--- src/rtl/orx_ant_sequencer.sv ---
// rtl/orx_ant_sequencer.sv - ORx antenna sweep sequencer (optional sweep counter via ORX_SWEEP_CNT_EN)
module orx_ant_sequencer #(
  parameter int ANT_NUM    = 8,
  parameter int SETTLE_CYC = 50,
  parameter int DWELL_CYC  = 1024
) (
  input  logic                       clk_in,
  input  logic                       rst_n,
  input  logic                       i_Tx_stt,
  input  logic                       i_enable,
  input  logic [ANT_NUM-1:0]         i_ant_mask,
  output logic [ANT_NUM-1:0]         o_sw_sel,
  output logic [$clog2(ANT_NUM)-1:0] o_ant_idx,
  output logic                       o_cap_valid,
  output logic                       o_cycle_done,
`ifdef ORX_SWEEP_CNT_EN
  output logic [15:0]                o_sweep_cnt,
`endif
  output logic                       o_busy
);

  localparam int IW = $clog2(ANT_NUM);
  localparam logic [11:0]   SETTLE_LAST = 12'(SETTLE_CYC - 1);
  localparam logic [11:0]   DWELL_LAST  = 12'(DWELL_CYC - 1);
  localparam logic [IW-1:0] IDX_LAST    = IW'(ANT_NUM - 1);

  typedef enum logic [1:0] {S_IDLE, S_SELECT, S_SETTLE, S_DWELL} state_t;

  state_t              r_state;
  state_t              w_state_nxt;
  logic [11:0]         r_cnt;
  logic [11:0]         w_cnt_nxt;
  logic [IW-1:0]       r_ptr;
  logic [IW-1:0]       w_ptr_nxt;
  logic                r_last;
  logic                w_last_nxt;
  logic                r_rst_done;
  logic [ANT_NUM-1:0]  r_sw_sel;
  logic [ANT_NUM-1:0]  w_sw_sel_nxt;
  logic [IW-1:0]       r_ant_idx;
  logic [IW-1:0]       w_ant_idx_nxt;
  logic                r_cap_valid;
  logic                w_cap_valid_nxt;
  logic                r_cycle_done;
  logic                w_cycle_done_nxt;
  logic                r_busy;
  logic                w_busy_nxt;

  logic                w_go;
  logic                w_hit_hi;
  logic                w_hit_any;
  logic [IW-1:0]       w_tgt_hi;
  logic [IW-1:0]       w_tgt_lo;
  logic [IW-1:0]       w_target;
  logic                w_above;

  assign w_go = i_Tx_stt & i_enable;

  // Target search: lowest set bit at/above the pointer, else wrap to lowest set bit
  always_comb begin
    w_hit_hi  = 1'b0;
    w_hit_any = 1'b0;
    w_tgt_hi  = '0;
    w_tgt_lo  = '0;
    for (int k = ANT_NUM - 1; k >= 0; k--) begin
      if (i_ant_mask[k]) begin
        w_tgt_lo  = IW'(k);
        w_hit_any = 1'b1;
        if (k >= int'(r_ptr)) begin
          w_tgt_hi = IW'(k);
          w_hit_hi = 1'b1;
        end
      end
    end
    w_target = w_hit_hi ? w_tgt_hi : w_tgt_lo;
    w_above  = 1'b0;
    for (int k = 0; k < ANT_NUM; k++) begin
      if (i_ant_mask[k] && (k > int'(w_target))) begin
        w_above = 1'b1;
      end
    end
  end

  // State register; r_rst_done delays the first SELECT by one edge after reset release
  always_ff @(posedge clk_in or negedge rst_n) begin
    if (!rst_n) begin
      r_state    <= S_IDLE;
      r_cnt      <= '0;
      r_rst_done <= 1'b0;
    end else begin
      r_state    <= w_state_nxt;
      r_cnt      <= w_cnt_nxt;
      r_rst_done <= 1'b1;
    end
  end

  // Next-state logic; losing TX-on or enable aborts from any active state
  always_comb begin
    w_state_nxt = r_state;
    case (r_state)
      S_IDLE: begin
        if (w_go && r_rst_done && w_hit_any) w_state_nxt = S_SELECT;
      end
      S_SELECT: begin
        if (!w_go || !w_hit_any) w_state_nxt = S_IDLE;
        else                     w_state_nxt = S_SETTLE;
      end
      S_SETTLE: begin
        if (!w_go)                     w_state_nxt = S_IDLE;
        else if (r_cnt == SETTLE_LAST) w_state_nxt = S_DWELL;
      end
      S_DWELL: begin
        if (!w_go)                    w_state_nxt = S_IDLE;
        else if (r_cnt == DWELL_LAST) w_state_nxt = S_SELECT;
      end
      default: w_state_nxt = S_IDLE;
    endcase
    if ((w_state_nxt == S_IDLE) || (w_state_nxt != r_state)) w_cnt_nxt = '0;
    else                                                     w_cnt_nxt = r_cnt + 12'd1;
  end

  // Output logic: values computed from the next state so the registered outputs align with it
  always_comb begin
    w_sw_sel_nxt  = r_sw_sel;
    w_ant_idx_nxt = r_ant_idx;
    w_ptr_nxt     = r_ptr;
    w_last_nxt    = r_last;
    if (w_state_nxt == S_IDLE) begin
      w_sw_sel_nxt = '0;
      w_ptr_nxt    = '0;
    end
    if ((r_state == S_SELECT) && (w_state_nxt == S_SETTLE)) begin
      w_ant_idx_nxt = w_target;
      w_sw_sel_nxt  = ANT_NUM'(1) << w_target;
      w_last_nxt    = ~w_above;
    end
    if ((r_state == S_DWELL) && (w_state_nxt == S_SELECT)) begin
      w_ptr_nxt = (r_ant_idx == IDX_LAST) ? '0 : r_ant_idx + IW'(1);
    end
    w_cap_valid_nxt  = (w_state_nxt == S_DWELL);
    w_busy_nxt       = (w_state_nxt != S_IDLE);
    w_cycle_done_nxt = (w_state_nxt == S_DWELL) && (w_cnt_nxt == DWELL_LAST) && r_last;
  end

  // Output and sweep-pointer registers
  always_ff @(posedge clk_in or negedge rst_n) begin
    if (!rst_n) begin
      r_sw_sel     <= '0;
      r_ant_idx    <= '0;
      r_ptr        <= '0;
      r_last       <= 1'b0;
      r_cap_valid  <= 1'b0;
      r_cycle_done <= 1'b0;
      r_busy       <= 1'b0;
    end else begin
      r_sw_sel     <= w_sw_sel_nxt;
      r_ant_idx    <= w_ant_idx_nxt;
      r_ptr        <= w_ptr_nxt;
      r_last       <= w_last_nxt;
      r_cap_valid  <= w_cap_valid_nxt;
      r_cycle_done <= w_cycle_done_nxt;
      r_busy       <= w_busy_nxt;
    end
  end

`ifdef ORX_SWEEP_CNT_EN
  logic [15:0] r_sweep_cnt;

  // Completed-sweep counter, saturating, cleared only by reset
  always_ff @(posedge clk_in or negedge rst_n) begin
    if (!rst_n) begin
      r_sweep_cnt <= '0;
    end else if (w_cycle_done_nxt && (r_sweep_cnt != 16'hFFFF)) begin
      r_sweep_cnt <= r_sweep_cnt + 16'd1;
    end
  end

  assign o_sweep_cnt = r_sweep_cnt;
`endif

  assign o_sw_sel     = r_sw_sel;
  assign o_ant_idx    = r_ant_idx;
  assign o_cap_valid  = r_cap_valid;
  assign o_cycle_done = r_cycle_done;
  assign o_busy       = r_busy;

endmodule

--- config.mk ---
export PLATFORM = sky130hd
export DESIGN_NAME = orx_ant_sequencer
export DESIGN_NICKNAME = d
export VERILOG_FILES = /design/src/rtl/orx_ant_sequencer.sv
export SDC_FILE = /design/constraint.sdc
export NUM_CORES = 1
export LEC_CHECK = 0
export ABC_AREA = 0
export CORE_MARGIN = 2
export CORE_UTILIZATION = 49
export CTS_CLUSTER_SIZE = 28
export DETAILED_ROUTE_END_ITERATION = 7
export PLACE_DENSITY = 0.83
export SYNTH_ARGS = -nofsm -noshare
export SYNTH_HDL_FRONTEND = slang
export SYNTH_SLANG_ARGS = --single-unit
--- constraint.sdc ---
create_clock -name clk_in -period 2.1 [get_ports clk_in]
set_input_delay 0.42 -clock clk_in [delete_from_list [all_inputs] [get_ports clk_in]]
set_output_delay 0.42 -clock clk_in [all_outputs]
set_load 0.005 [all_outputs]
==> results by group, run 1 <==
Outcome
  – Status: completed

Logic synthesis
  – Syn_nets: between 200 and 250
  – Post-Syn Area: between 1500 and 2000 um^2
  – Post-synth top area share: a little over two fifths
  – Largest cells by area after synthesis: dfrtp_1, nor2_1, nand2_1, xnor2_1, ha_1
  – Cell variety after synth: 58
  – Prevailing post-synth register cell: dfrtp_1
  – Average cell area after synthesis: 9.495 um^2
  – Yosys warns: 0
  – Number of flops mapped to enable cells by yosys: 0
  – Top-count cell post-synth: dfrtp_1
  – Share of the yosys chip area belonging to registers: approximately 43%
  – Synth area leader: dfrtp_1
  – Post-synth top cells: dfrtp_1, nor2_1, nand2_1, inv_1, o21ai_0
  – Yosys reg bits: 33
  – Gate count of the mapped netlist: just over 200
  – Async S/R FF share, synth: 100.0%

Setup path
  – Crit Path Category: primary input to flop
  – CP Launch Type: primary input
  – Critical Path AT: roughly 2300 ps
  – Required @ worst endpoint: between 2000 and 2500 ps
  – Max stage delay on crit path: 390 ps
  – Critical-path cell list: dlygate4sd2_1 > nand3b_1 > a221oi_4 > o2111a_2 > nand2b_2 > nand2b_1 > buf_4 > o31ai_1
  – CP max-delay cell: a221oi_4
  – Crit Path Max Fanout: 5
  – CP endpoint kind: flop

Route
  – Vias per inst: between 5 and 6
  – Initial drt markers: approximately 200
  – DRC viols: 0
  – Detailed-router iteration count before antenna repair: 4
  – Post-route ant nets: 0
  – WL per Instance: 15.91 um
  – Routed WL: approximately 5000 um
  – Via count: about 1800

Placed design
  – Post-DP HPWL: between 3000 and 4000 um
  – Pre-CTS setup slack: -365.1 ps
  – Dpl cells: 302
  – GP Congestion: a little over 0.9
  – PortBufs: 25

Pwr
  – Worst vdd ir: between 300 and 400 uV
  – PwrDens: 502.7 nW/um^2
  – Leakage: around 1.2 nW
  – Tot Pwr: between 1 and 1.5 mW

Floorplan
  – Ports: 26
  – Die Y: ~67 um
  – Core Box Area: 3716 um^2
  – FP Rows: 22
  – Total die area: about 4400 um^2
  – DIE WIDTH: about 67 um
  – Starting Density: about half

Clocking
  – Worst skew pair latency: 290 ps
  – Clk buf depth: 2
  – Reg clk slew, reported paths: about 70 ps
  – CTS Buf Count: 5
  – CTS HTree Levels: 2
  – CTS root buf: clkbuf_8
  – Sink Count: 33
  – CTS tree: yes

Finish
  – Final nets: between 200 and 300
  – Final Util: 71.92%
  – Non-Filler Instances: approximately 320
  – # diodes: 0
  – Share of cells above drive strength 1: between 20% and 30%
  – Area delta synth->final: 39.33%

Worst hold path
  – Hold Path Class: flop to flop

Timing
  – Fin crit period: around 2100 ps
  – Period utilization: between 90% and 100%
  – Final Max Tran Viols: 0
  – Setup violations, final: 0
  – Hold Violations, Final: 0
  – Clk_skew: 7.128 ps
  – Final WS setup: between 10 and 15 ps
  – Fmax: around 480 MHz

Global route
  – GRT overflow: 0
  – Vias in the first global route: around 1600
  – Antenna violations before repair: 0
  – Global-route wire length before repair: between 7000 and 8000 um
  – GRT Total Usage: 23.76%
  – Largest net degree at the start of global routing: 34

Run
  – Max_cap viols: 0
## critical path: cells and delay by family
| family | cells | cell delay [ps] |
|---|---|---|
| AND/OR/NAND/NOR | 3 | 530 |
| buffers and inverters | 2 | 450 |
| AO/OA/AOI/OAI | 3 | 880 |
## where the power goes
group | internal [mW] | switching [mW] | total (mW)
registers | 0.648 | 0.0159 | 0.664
logic | 0.110 | 0.105 | 0.214
clock network | 0.228 | 0.237 | 0.465
## logic make-up (layout without fill, tap and decap cells)
| family | count (synthesis) | in the layout | share of synthesized area, % |
|---|---|---|---|
| other | 1 | 1 | 0.1955 |
| AO/OA/AOI/OAI | 52 | 52 | 22.51 |
| XOR/XNOR | 12 | 12 | 5.479 |
| flip-flops | 33 | 33 | 43.05 |
| buffers and inverters | 17 | 83 | 4.109 |
| AND/OR/NAND/NOR | 82 | 82 | 21.46 |
| adder cells (fa/ha/maj) | 5 | 5 | 3.196 |
## final timing paths
path	start	to	slack (ps)	cells past startpoint
worst max-delay path	i_ant_mask[5]	o_sw_sel[7]	10	8
worst min-delay path	o_sw_sel[7]	o_sw_sel[7]	500	2
worst max register to register	r_ptr[2]	o_sw_sel[7]	70	7
worst min register to register	o_sw_sel[7]	o_sw_sel[7]	500	2
max in group asynchronous	rst_n	r_ptr[0]	1240	2
min in group asynchronous	rst_n	r_cnt[4]	530	2
## registers in the layout, indices dropped and copies added (netlist names)
name / cells
r_ptr: 3
r_cnt: 12
r_state: 2
o_cycle_done: 1
o_sw_sel: 8
o_busy: 1
r_rst_done: 1
r_last: 1
o_ant_idx: 3
o_cap_valid: 1
## stage by stage
step,hold slack [ps],TNS (ps),cell area [um^2]
2_1_floorplan,124.4,0,1918
3_3_place_gp,473.6,-4740,2446
3_5_place_dp,480.2,-6000,2446
4_1_cts,498.0,-17.25,2561
5_1_grt,515.3,-244.6,2673
6_report,495.9,0,2673
## layout make-up
| cell class | count | area, um^2 |
|---|---|---|
| clock buffer | 5 | 68.82 |
| sequential | 33 | 829.5 |
| timing repair buffer | 66 | 569.3 |
| inverter | 9 | 33.78 |
| tap | 48 | 60.06 |
| clock inverter | 3 | 17.52 |
| fill | 260 | 1044 |
| multi-input combinational | 152 | 1094 |
## layout by cell type, fill, tap and decap left out, drive strengths merged, types with 2 or more instances in the layout
| cell type | n |
|---|---|
| a21boi | 2 |
| a21oi | 6 |
| a22o | 4 |
| a31oi | 6 |
| a32o | 3 |
| and2b | 2 |
| and4 | 2 |
| buf | 41 |
| clkbuf | 5 |
| clkdlybuf4s50 | 19 |
| clkinv | 2 |
| dfrtp | 33 |
| dlymetal6s2s | 5 |
| ha | 4 |
| inv | 9 |
| nand2 | 21 |
| nand2b | 3 |
| nand3 | 7 |
| nand3b | 2 |
| nand4 | 5 |
| nor2 | 28 |
| nor2b | 2 |
| nor3b | 2 |
| nor4 | 2 |
| o21ai | 12 |
| o21bai | 2 |
| o22ai | 3 |
| o31ai | 2 |
| o32ai | 2 |
| or2 | 2 |
| xnor2 | 7 |
| xor2 | 5 |
## layer usage
metal	part of all wire, %	vias to the layer above	routed length [um]	track usage (%)
met5	0	-	0	0
li1	-	849	-	-
met3	5.5	18	278	5.405
met4	3.8	0	189	9.439
met1	44	860	2236	33.41
met2	46	72	2324	35.38
## timing repair
item	CTS	global route
setup endpoints to repair	3	24
gates resized for setup	4	19
hold buffers	0	0
setup buffers	2	4
pin swaps	2	3
(Power assumes the default switching activity.)
==> run 2, diff against run 1 <==
--- a/config.mk
+++ b/config.mk
@@ -11,6 +11,7 @@
 export CTS_CLUSTER_SIZE = 28
 export DETAILED_ROUTE_END_ITERATION = 7
 export PLACE_DENSITY = 0.83
+export SLEW_MARGIN = 5
 export SYNTH_ARGS = -nofsm -noshare
 export SYNTH_HDL_FRONTEND = slang
 export SYNTH_SLANG_ARGS = --single-unit
==> results of run 2 <==
No change in the layout: final DEF, timing and power equal those of run 1.
